File: src/rtl/arb_pkg.sv
// Shared definitions for the two-requester round-robin mux arbiter:
// state encodings and the default hold limit.
package arb_pkg;

  localparam logic [1:0] ST_IDLE = 2'd0;
  localparam logic [1:0] ST_G0   = 2'd1;
  localparam logic [1:0] ST_G1   = 2'd2;

  localparam int unsigned MAX_HOLD_DEFAULT = 16;

  typedef enum logic [1:0] {
    StIdle = ST_IDLE,
    StG0   = ST_G0,
    StG1   = ST_G1
  } arb_state_e;

endpackage

File: src/rtl/arb_hold_cnt.sv
// Saturating hold counter: clears on clr, counts on en, stops at LIMIT.
module arb_hold_cnt #(
  parameter int unsigned CNT_W = 8,
  parameter int unsigned LIMIT = 15
) (
  input  logic clk,
  input  logic rst,
  input  logic clr,
  input  logic en,
  output logic at_limit
);

  logic [CNT_W-1:0] cnt_q, cnt_d;

  assign at_limit = (cnt_q == CNT_W'(LIMIT));

  always_comb begin
    cnt_d = cnt_q;
    if (clr) begin
      cnt_d = '0;
    end else if (en && !at_limit) begin
      cnt_d = cnt_q + 1'b1;
    end
  end

  always_ff @(posedge clk) begin
    if (rst) begin
      cnt_q <= '0;
    end else begin
      cnt_q <= cnt_d;
    end
  end

endmodule

File: src/rtl/arb2_rr.sv
// Two-requester round-robin arbiter driving the select of a 2:1 mux.
// Define ARB_TIMEOUT_EN to preempt an owner that holds the grant MAX_HOLD cycles.
module arb2_rr
  import arb_pkg::*;
#(
  parameter int unsigned MAX_HOLD = MAX_HOLD_DEFAULT,
  parameter int unsigned CNT_W    = 8
) (
  input  logic       clk,
  input  logic       rst,
  input  logic [1:0] req,
  output logic [1:0] gnt,
  output logic       sel,
  output logic       busy,
  output logic       preempt
);

  if (MAX_HOLD < 2 || MAX_HOLD > 255 || (MAX_HOLD >> CNT_W) != 0) begin : g_bad_cfg
    $error("arb2_rr: MAX_HOLD must be 2..255 and fit in CNT_W bits");
  end

  arb_state_e state_q, state_d;
  logic       last_q, last_d;
  logic [1:0] gnt_q, gnt_d;
  logic       sel_q, sel_d;
  logic       busy_q, busy_d;
  logic       preempt_q, preempt_d;
  logic       at_limit;

`ifdef ARB_TIMEOUT_EN
  logic cnt_clr, cnt_en;

  // Restart on every grant entry (including a preemption), count while the owner stays.
  assign cnt_clr = (state_d != state_q);
  assign cnt_en  = (state_q == StG0 || state_q == StG1) && (state_d == state_q);

  arb_hold_cnt #(
    .CNT_W(CNT_W),
    .LIMIT(MAX_HOLD - 1)
  ) u_hold_cnt (
    .clk     (clk),
    .rst     (rst),
    .clr     (cnt_clr),
    .en      (cnt_en),
    .at_limit(at_limit)
  );
`else
  assign at_limit = 1'b0;
`endif

  always_comb begin
    state_d   = state_q;
    preempt_d = 1'b0;
    case (state_q)
      StIdle: begin
        unique case (req)
          2'b01:   state_d = StG0;
          2'b10:   state_d = StG1;
          2'b11:   state_d = last_q ? StG0 : StG1;
          default: state_d = StIdle;
        endcase
      end
      StG0: begin
        if (!req[0]) begin
          state_d = req[1] ? StG1 : StIdle;
        end else if (req[1] && at_limit) begin
          state_d   = StG1;
          preempt_d = 1'b1;
        end
      end
      StG1: begin
        if (!req[1]) begin
          state_d = req[0] ? StG0 : StIdle;
        end else if (req[0] && at_limit) begin
          state_d   = StG0;
          preempt_d = 1'b1;
        end
      end
      default: state_d = StIdle;
    endcase
  end

  // Outputs are decoded from the next state so they register in step with it.
  always_comb begin
    gnt_d  = 2'b00;
    sel_d  = sel_q;
    last_d = last_q;
    case (state_d)
      StG0: begin
        gnt_d  = 2'b01;
        sel_d  = 1'b0;
        last_d = 1'b0;
      end
      StG1: begin
        gnt_d  = 2'b10;
        sel_d  = 1'b1;
        last_d = 1'b1;
      end
      default: gnt_d = 2'b00;
    endcase
    busy_d = |gnt_d;
  end

  always_ff @(posedge clk) begin
    if (rst) begin
      state_q   <= StIdle;
      last_q    <= 1'b1;
      gnt_q     <= 2'b00;
      sel_q     <= 1'b0;
      busy_q    <= 1'b0;
      preempt_q <= 1'b0;
    end else begin
      state_q   <= state_d;
      last_q    <= last_d;
      gnt_q     <= gnt_d;
      sel_q     <= sel_d;
      busy_q    <= busy_d;
      preempt_q <= preempt_d;
    end
  end

  assign gnt     = gnt_q;
  assign sel     = sel_q;
  assign busy    = busy_q;
  assign preempt = preempt_q;

endmodule
File: config.mk
export PLATFORM = sky130hd
export DESIGN_NAME = arb2_rr
export DESIGN_NICKNAME = d
export VERILOG_FILES = /design/src/rtl/arb_pkg.sv /design/src/rtl/arb_hold_cnt.sv /design/src/rtl/arb2_rr.sv
export SDC_FILE = /design/constraint.sdc
export NUM_CORES = 1
export LEC_CHECK = 0
export ABC_AREA = 1
export CAP_MARGIN = 10
export CELL_PAD_IN_SITES_DETAIL_PLACEMENT = 1
export CELL_PAD_IN_SITES_GLOBAL_PLACEMENT = 1
export CORE_AREA = 2 2 39 41
export DETAILED_ROUTE_END_ITERATION = 12
export DIE_AREA = 0 0 41 43
export PLACE_DENSITY_LB_ADDON = 0.1
export SLEW_MARGIN = 20
export SYNTH_ARGS = -nofsm -noshare
export SYNTH_HDL_FRONTEND = slang
export SYNTH_SLANG_ARGS = --single-unit
File: constraint.sdc
create_clock -name clk -period 1.4 [get_ports clk]
set_input_delay 0.14 -clock clk [delete_from_list [all_inputs] [get_ports clk]]
set_output_delay 0.14 -clock clk [all_outputs]
set_load 0.01 [all_outputs]
==> results by stage, run 1 <==
STA:
- The setup clock skew after layout is 0.000339 ns.
- The tightest hold path in the finished design has a slack of 0.404 ns.
- The final cycle utilization of the critical path is 1.02.
- The total count of max-transition violations in the final report is 0.
- The final hold violation count came to 0.
- The smallest clock period supported by the final layout is computed as 1.42 ns.
- In the post-route analysis, the smallest setup slack over all paths is -0.0247 ns.
- Setup violations remaining at the end of the flow were counted as 3.
- The peak clock frequency supported by timing is 702 MHz.
- Setup repair after global routing could not meet its margin everywhere.

Clock tree:
- The later pin in the worst-skew pair is clocked with a latency of 0.25 ns.
- TritonCTS created 3 clock buffers.
- The clock slew seen by the registers of the worst setup and hold paths is 0.05 ns.
- In this run the number of H-tree levels came out at 1.
- The clock net in this run drives a total of 7 sinks.
- TritonCTS built the clock tree.
- The number of buffers inserted by hold repair at cts is 0.
- The cell sitting at the root of the clock tree is a clkbuf_4.
- The number of buffers on the longest clock path is 2.

Pwr:
- The leakage component of the power is 0.258 nW.
- The areal power density over the cells is 1370 nW/um2.
- VDD sags by at most 0.543 mV.

Worst setup path:
- The delay of the slowest cell on the worst path is 0.36 ns.
- The number of buffers and inverters on the critical path is 6.
- The arrival time reported for the critical path endpoint is 1.61 ns.
- The critical path goes through nand2_1 > inv_2 > nor2_4 > nand2_2 > buf_4 > buf_4 > buf_4 > buf_4 > buf_4 > a21oi_2.
- For the worst setup path, the data required time is 1.58 ns.
- Of all nets on the critical path, the largest fanout is 5.
- The worst setup path is of the register to register kind.
- Among all stages on the critical path, the largest delay is contributed by dfxtp_4.
- The worst setup path is captured at a register.
- The kind of cell with the highest combined delay along the critical path is buffers and inverters.
- The category of the worst setup path launch point is a register.
- The most common cell type on the critical path is buf_4.

Floorplan:
- The die height is 43 um.
- For this configuration, the core starts out at a cell density of 0.233.
- Row generation in the floorplan step produced 14 rows.
- For this design the top-level I/O count stands at 9.
- The full die area is 1760 um2.
- The core area is 1380 um2.
- Measured along the x axis, the die boundary spans 41 um.

GRT:
- The overall track demand over capacity in global routing is 0.127.
- The total grt overflow is 0.
- The number of global-route vias before repair came to 363.
- The global-route wire length before repair is 1430 um.
- The maximum number of pins on one net before global-route repair is 8.
- The initial antenna violation count is 0.

Place:
- At the end of routability-driven placement, the weighted congestion stood at 0.614.
- The post-detailed-placement cell area is 449 um2.
- Including well taps, the total number of placed cells is 69.
- After legalization and detailed placement, the total HPWL measured 604 um.
- The number of port buffers is 7.
- OpenSTA, run right after detailed placement, puts the worst setup slack at -0.478 ns.

Detailed routing:
- For this run, design rule violations remaining after detail routing come to 0.
- The total number of vias is 328.
- Once detail routing completed, the nets flagged for antenna violations numbered 0.
- The routed length on met3 is 27 um.
- The per-cell via count in the routed design is 4.10.
- The number of DRC markers after the initial detailed-route iteration is 2.
- The met1 layer wirelength in the final routing is 358 um.
- In the detailed route, the total length drawn on met2 is 501 um.
- After detailed routing, the average wire length per cell comes to 11.1 um.
- The detailed-router iteration count before antenna repair is 3.
- The aggregate routed wire length is 887 um.
- In this run the top signal layer used is met3.

Final layout:
- The total of fill cells in the finished design is 172.
- The post-layout net count is 71.
- Leaving out filler cells and counting taps, the final layout contains 80.
- Relative to the synthesized area, the layout overhead comes to 73.6%.
- In the final layout, the share of cells above drive strength 1 is 0.469.
- The final design instance area without fill is 561 um2.
- The number of antenna diodes in the final layout is 0.

Yosys:
- The proportion of synthesized chip area in sequential cells is 0.434.
- Of the total synthesized cell area, the portion taken by full adders, half adders and majority gates is 0.0775.
- The post-synthesis share of cell area spent on xor and xnor gates is 0.
- The share of the synthesized area in compound gates (AO/OA/AOI/OAI) is 0.112.
- The cell area after synthesis is 323 um2.
- The Yosys step of the flow raised 0 warnings.
- After synthesis the netlist holds a flip-flop and latch count of 7.
- The multiplexer share of the synthesized area is 0.
- The share of synthesized cell area in and, or, nand and nor gates is 0.248.
- The number of distinct library cells after synthesis is 13.
- The post-synthesis area per instance is 7.51 um2.
- The number of nets in the synthesized netlist is 49.
- The number of instances in the synthesized netlist is 43.
- The largest family of logic cells by synthesized area is simple AND/OR/NAND/NOR gates.

Min path:
- The worst min-delay path category is input pin to register.

Run status:
- The final reports fail on negative setup slack.
- The run finished, with violations left.

Run:
- The tool flagged a number of max-cap violations equal to 0.
[final timing paths]
| kind | start | to | slack [ns] | cells after the start |
|---|---|---|---|---|
| max | state_q[1] | state_q[0] | -0.02 | 10 |
| min | req[0] | state_q[1] | 0.40 | 4 |
| max reg2reg | state_q[1] | state_q[0] | -0.02 | 10 |
| min reg2reg | sel | sel | 0.48 | 2 |
[cell families (layout without fill, tap and decap cells)]
kind of cell               after synthesis  count (layout)
AOI/OAI and AO/OA                        6               6
other                                    1               1
adders and majority gates                2               2
DFF                                      7               7
and+or+nand+nor                         18              18
buffers and inverters                    9              30
[registers in the layout, summed over array words and instances (netlist names)]
signal and count:
busy 1, gnt 2, last_q 1, sel 1, state_q 2
[cells in the mapped netlist]
| master | n | share of area |
|---|---|---|
| dfxtp_1 | 7 | 0.43 |
| nand3_1 | 1 | 0.015 |
| a21boi_2 | 1 | 0.035 |
| or2_2 | 1 | 0.019 |
| nand2_1 | 9 | 0.10 |
| ha_1 | 2 | 0.078 |
| a21oi_1 | 5 | 0.078 |
| nor2_2 | 2 | 0.039 |
| nor2_1 | 4 | 0.046 |
| conb_1 | 1 | 0.012 |
| buf_4 | 1 | 0.023 |
| inv_1 | 8 | 0.093 |
| nand3b_1 | 1 | 0.023 |
[per-stage QoR]
step / power (mW) / TNS, ns / utilization
global route: 0.835 / -0.366 / 0.405
CTS: 0.754 / -0.0541 / 0.387
global placement: 0.497 / -1.12 / 0.325
detailed placement: 0.510 / -1.50 / 0.325
finish: 0.770 / -0.0607 / 0.405
floorplan: 0.389 / 0 / -
[layout by cell type (no fill, tap or decap)]
master           instances
clkbuf_4                 3
conb_1                   1
dlygate4sd2_1            2
dfxtp_1                  6
ha_4                     1
nor2_1                   4
nand3b_1                 1
ha_1                     1
inv_1                    6
a21boi_2                 1
nand3_1                  1
dfxtp_4                  1
nand2_2                  4
clkbuf_1                 1
or2_4                    1
nor2_4                   1
clkdlybuf4s50_1          5
buf_4                   11
nand2_1                  5
nor2_2                   1
inv_2                    2
a21oi_1                  1
a21oi_2                  4
[power by group]
group,total [mW],internal (mW),leakage (nW),switching (mW)
clock,0.184,0.109,0.0150,0.0754
combinational,0.326,0.182,0.184,0.143
sequential,0.261,0.237,0.0584,0.0236
[final cells by class]
type,count,area (um2),area share
multi-input cells,27,190,0.339
repair buffers,18,150,0.268
flip-flops and latches,7,144,0.257
inverters,8,30.0,0.0536
clock buffers,4,26.3,0.0469
well taps,16,20.0,0.0357
[metal layers]
layer,vias to the layer above,global-route usage
li1,169,-
met1,154,0.129
met2,5,0.191
met5,-,0
met3,0,0.0524
met4,0,0.100
[what timing repair did]
| item | CTS | global route |
|---|---|---|
| setup buffers | 6 | 1 |
| gates resized for setup | 8 | 6 |
| endpoints found under the setup margin | 3 | 5 |
| gates cloned | 0 | 0 |
| pin swaps | 4 | 4 |
[worst register-to-register path: cells and delay by family, from the launching register on]
family	cells	cell delay (ns)
DFF	1	0.36
buffers and inverters	6	0.65
AOI/OAI and AO/OA	1	0.09
and+or+nand+nor	3	0.26
No activity file was read; power rests on OpenSTA's default activity.
==> run 2, diff against run 1 <==
Settings changed: MAX_ROUTING_LAYER set to met4.
Clock period 1.4 ns to 1.7 ns, I/O delays scaled along.
==> results by stage, run 2 (synthesis gave the netlist of run 1 again) <==
GRT:
- The total grt overflow is 0.
- The overall track demand over capacity in global routing is 0.118.
- The first global-routing pass estimated 1320 um of wire.
- The number of global-route vias before repair is 341.
- The maximum number of pins on one net before global-route repair is 8.
- The initial antenna violation count is 0.

STA:
- Setup repair after global routing left no endpoint under its margin.
- The final cycle utilization of the critical path is 0.905.
- The worst hold margin is 0.482 ns.
- The final hold violation count is 0.
- The smallest setup slack after layout is 0.161 ns.
- In the final timing run, aggregate negative setup slack is 0 ns.
- The minimum period implied by the final worst setup slack is 1.54 ns.
- The total count of max-transition violations in the final report is 0.
- Setup violations remaining at the end of the flow were counted as 0.
- Clock skew on the completed layout was measured at 0.00106 ns.
- For this run, the top clock speed supported by timing is 650 MHz.

Floorplan:
- From bottom edge to top edge, the die measures 43 um.
- The standard-cell row count is 14.
- The floorplan step defined a core boundary enclosing 1380 um2.
- The initial cell density of the core is 0.233.
- The width of the die is 41 um.
- The count of pins on the block boundary is 9.
- The full die area is 1760 um2.

Worst setup path:
- In this design, the stage delay of the slowest critical-path cell is 0.48 ns.
- Traced cell by cell, the critical path runs through clkdlybuf4s50_1 > inv_1 > a21oi_1 > nand2_1 > nand2_1 > inv_1 > ha_1 > or2_4 > a21oi_2.
- The slowest stage of the critical path belongs to the cell clkdlybuf4s50_1.
- Grouping stages by cell kind, the critical path spends the most delay in buffers and inverters.
- The critical path endpoint category is a register.
- The sum of buffers and inverters on the critical path is 3.
- The biggest fanout along the worst timing path is 2.
- The category of the worst setup path launch point is an input pin.
- At the worst endpoint, the required time is 1.88 ns.
- For the worst setup path, the data arrival time is 1.72 ns.
- The critical path in this run is classified as input pin to register.

Final layout:
- For this run, the number of standard cells in the final layout without fillers is 73.
- The post-layout net count is 64.
- In the final layout, the share of cells above drive strength 1 is 0.228.
- In the layout the commonest cells are nand2_1, inv_1, clkdlybuf4s50_1, dfxtp_1.
- From synthesis to final layout, the design area changed by 45.3%.
- The number of antenna diodes in the final layout is 0.
- After filler insertion, the fill cell instance count of the layout stands at 175.
- Summing all flip-flop and latch instances after layout gives 141 um2.
- The most common library cell in the layout ignoring fill and taps is nand2_1.
- The multi-input combinational cell area is 151 um2.

Place:
- During placement, the flow inserted port buffers numbering 7.
- At the end of routability-driven placement, the weighted congestion stood at 0.629.
- After legalization and detailed placement, the total HPWL measured 592 um.
- Counting tap cells, the placed design contains a total of 69 instances.
- Prior to clock tree synthesis, the placed netlist has a worst setup slack of -0.164 ns.

Pwr:
- The overall power is 552 uW.
- The worst ir drop on vdd is 0.430 mV.
- In this run the static leakage power is 0.225 nW.
- Power spread over the standard cell area amounts to 1180 nW/um2.

Clock tree:
- In this run the deepest clock path goes through 2 buffers.
- The root buffer cell chosen for the clock tree is clkbuf_4.
- In this run, CTS created clock tree buffers numbering 3.
- TritonCTS built the clock tree.
- Clock-pin slew was measured on the worst setup and hold paths at 0.05 ns.
- The count of clock tree sinks is 7.
- In this run the number of H-tree levels came out at 1.
- The later pin in the worst-skew pair is clocked with a latency of 0.25 ns.

Min path:
- The worst min-delay path category is register to register.

Run:
- The number of violations of the max-capacitance limit is 0.

Detailed routing:
- For this run, the detailed router's first-pass iteration total came to 1.
- The aggregate routed wire length is 724 um.
- Once detail routing completed, the nets flagged for antenna violations numbered 0.
- In the routed design, unresolved DRC markers number 0.
- For this block, the via count after detailed routing is 302.
- After detailed routing, the number of vias per cell comes to 4.14.
- The number of DRC markers after the initial detailed-route iteration is 0.
- The average routed wire per standard cell is 9.92 um.

Run status:
- The flow ran to the end, and the final reports show no timing, DRC or antenna violations.
==> run 2: layer usage <==
metal  vias to the layer above  part of all wire  global-route usage
li1                        155                 -                   -
met1                       141              0.37               0.117
met2                         6              0.58               0.181
met3                         0             0.047              0.0262
met4                         0                 0               0.100
met5                         -                 0                   -
==> run 2: path summary, 6_finish.rpt <==
check	startpoint	endpoint	slack [ns]	depth (start not counted)
worst max-delay path	req[0]	sel	0.16	9
worst min-delay path	sel	sel	0.48	2
worst max register to register	state_q[1]	sel	0.19	9
worst min register to register	sel	sel	0.48	2
==> run 2: metrics by stage <==
step | instance area (um2) | util
after floorplan | 323 | -
after global placement | 435 | 0.315
after detailed placement | 435 | 0.315
after CTS | 462 | 0.334
after global routing | 469 | 0.339
final | 469 | 0.339
==> run 2: where the power goes <==
group / internal, mW / switching (mW) / leakage, nW
clock network: 0.0896 / 0.0611 / 0.0150
registers: 0.195 / 0.0187 / 0.0581
logic: 0.101 / 0.0865 / 0.152
==> run 2: layout make-up <==
cell class,count,area share
Multi-Input combinational cell,27,0.323
Sequential cell,7,0.301
Timing Repair Buffer,11,0.213
Inverter,8,0.0640
Clock buffer,4,0.0560
Tap cell,16,0.0427
==> run 2: timing repair <==
item                       in CTS  in global routing
gates resized for setup         0                  3
hold buffers                    0                  0
setup endpoints to repair       0                  1
setup buffers                   0                  0
==> run 2: worst register-to-register path, delay by kind of cell, from the launching register on <==
kind	cells	cell delay, ns
buffers and inverters	2	0.09
AO/OA/AOI/OAI	1	0.14
AND/OR/NAND/NOR	5	0.58
adder cells (fa/ha/maj)	1	0.30
flip-flops	1	0.34
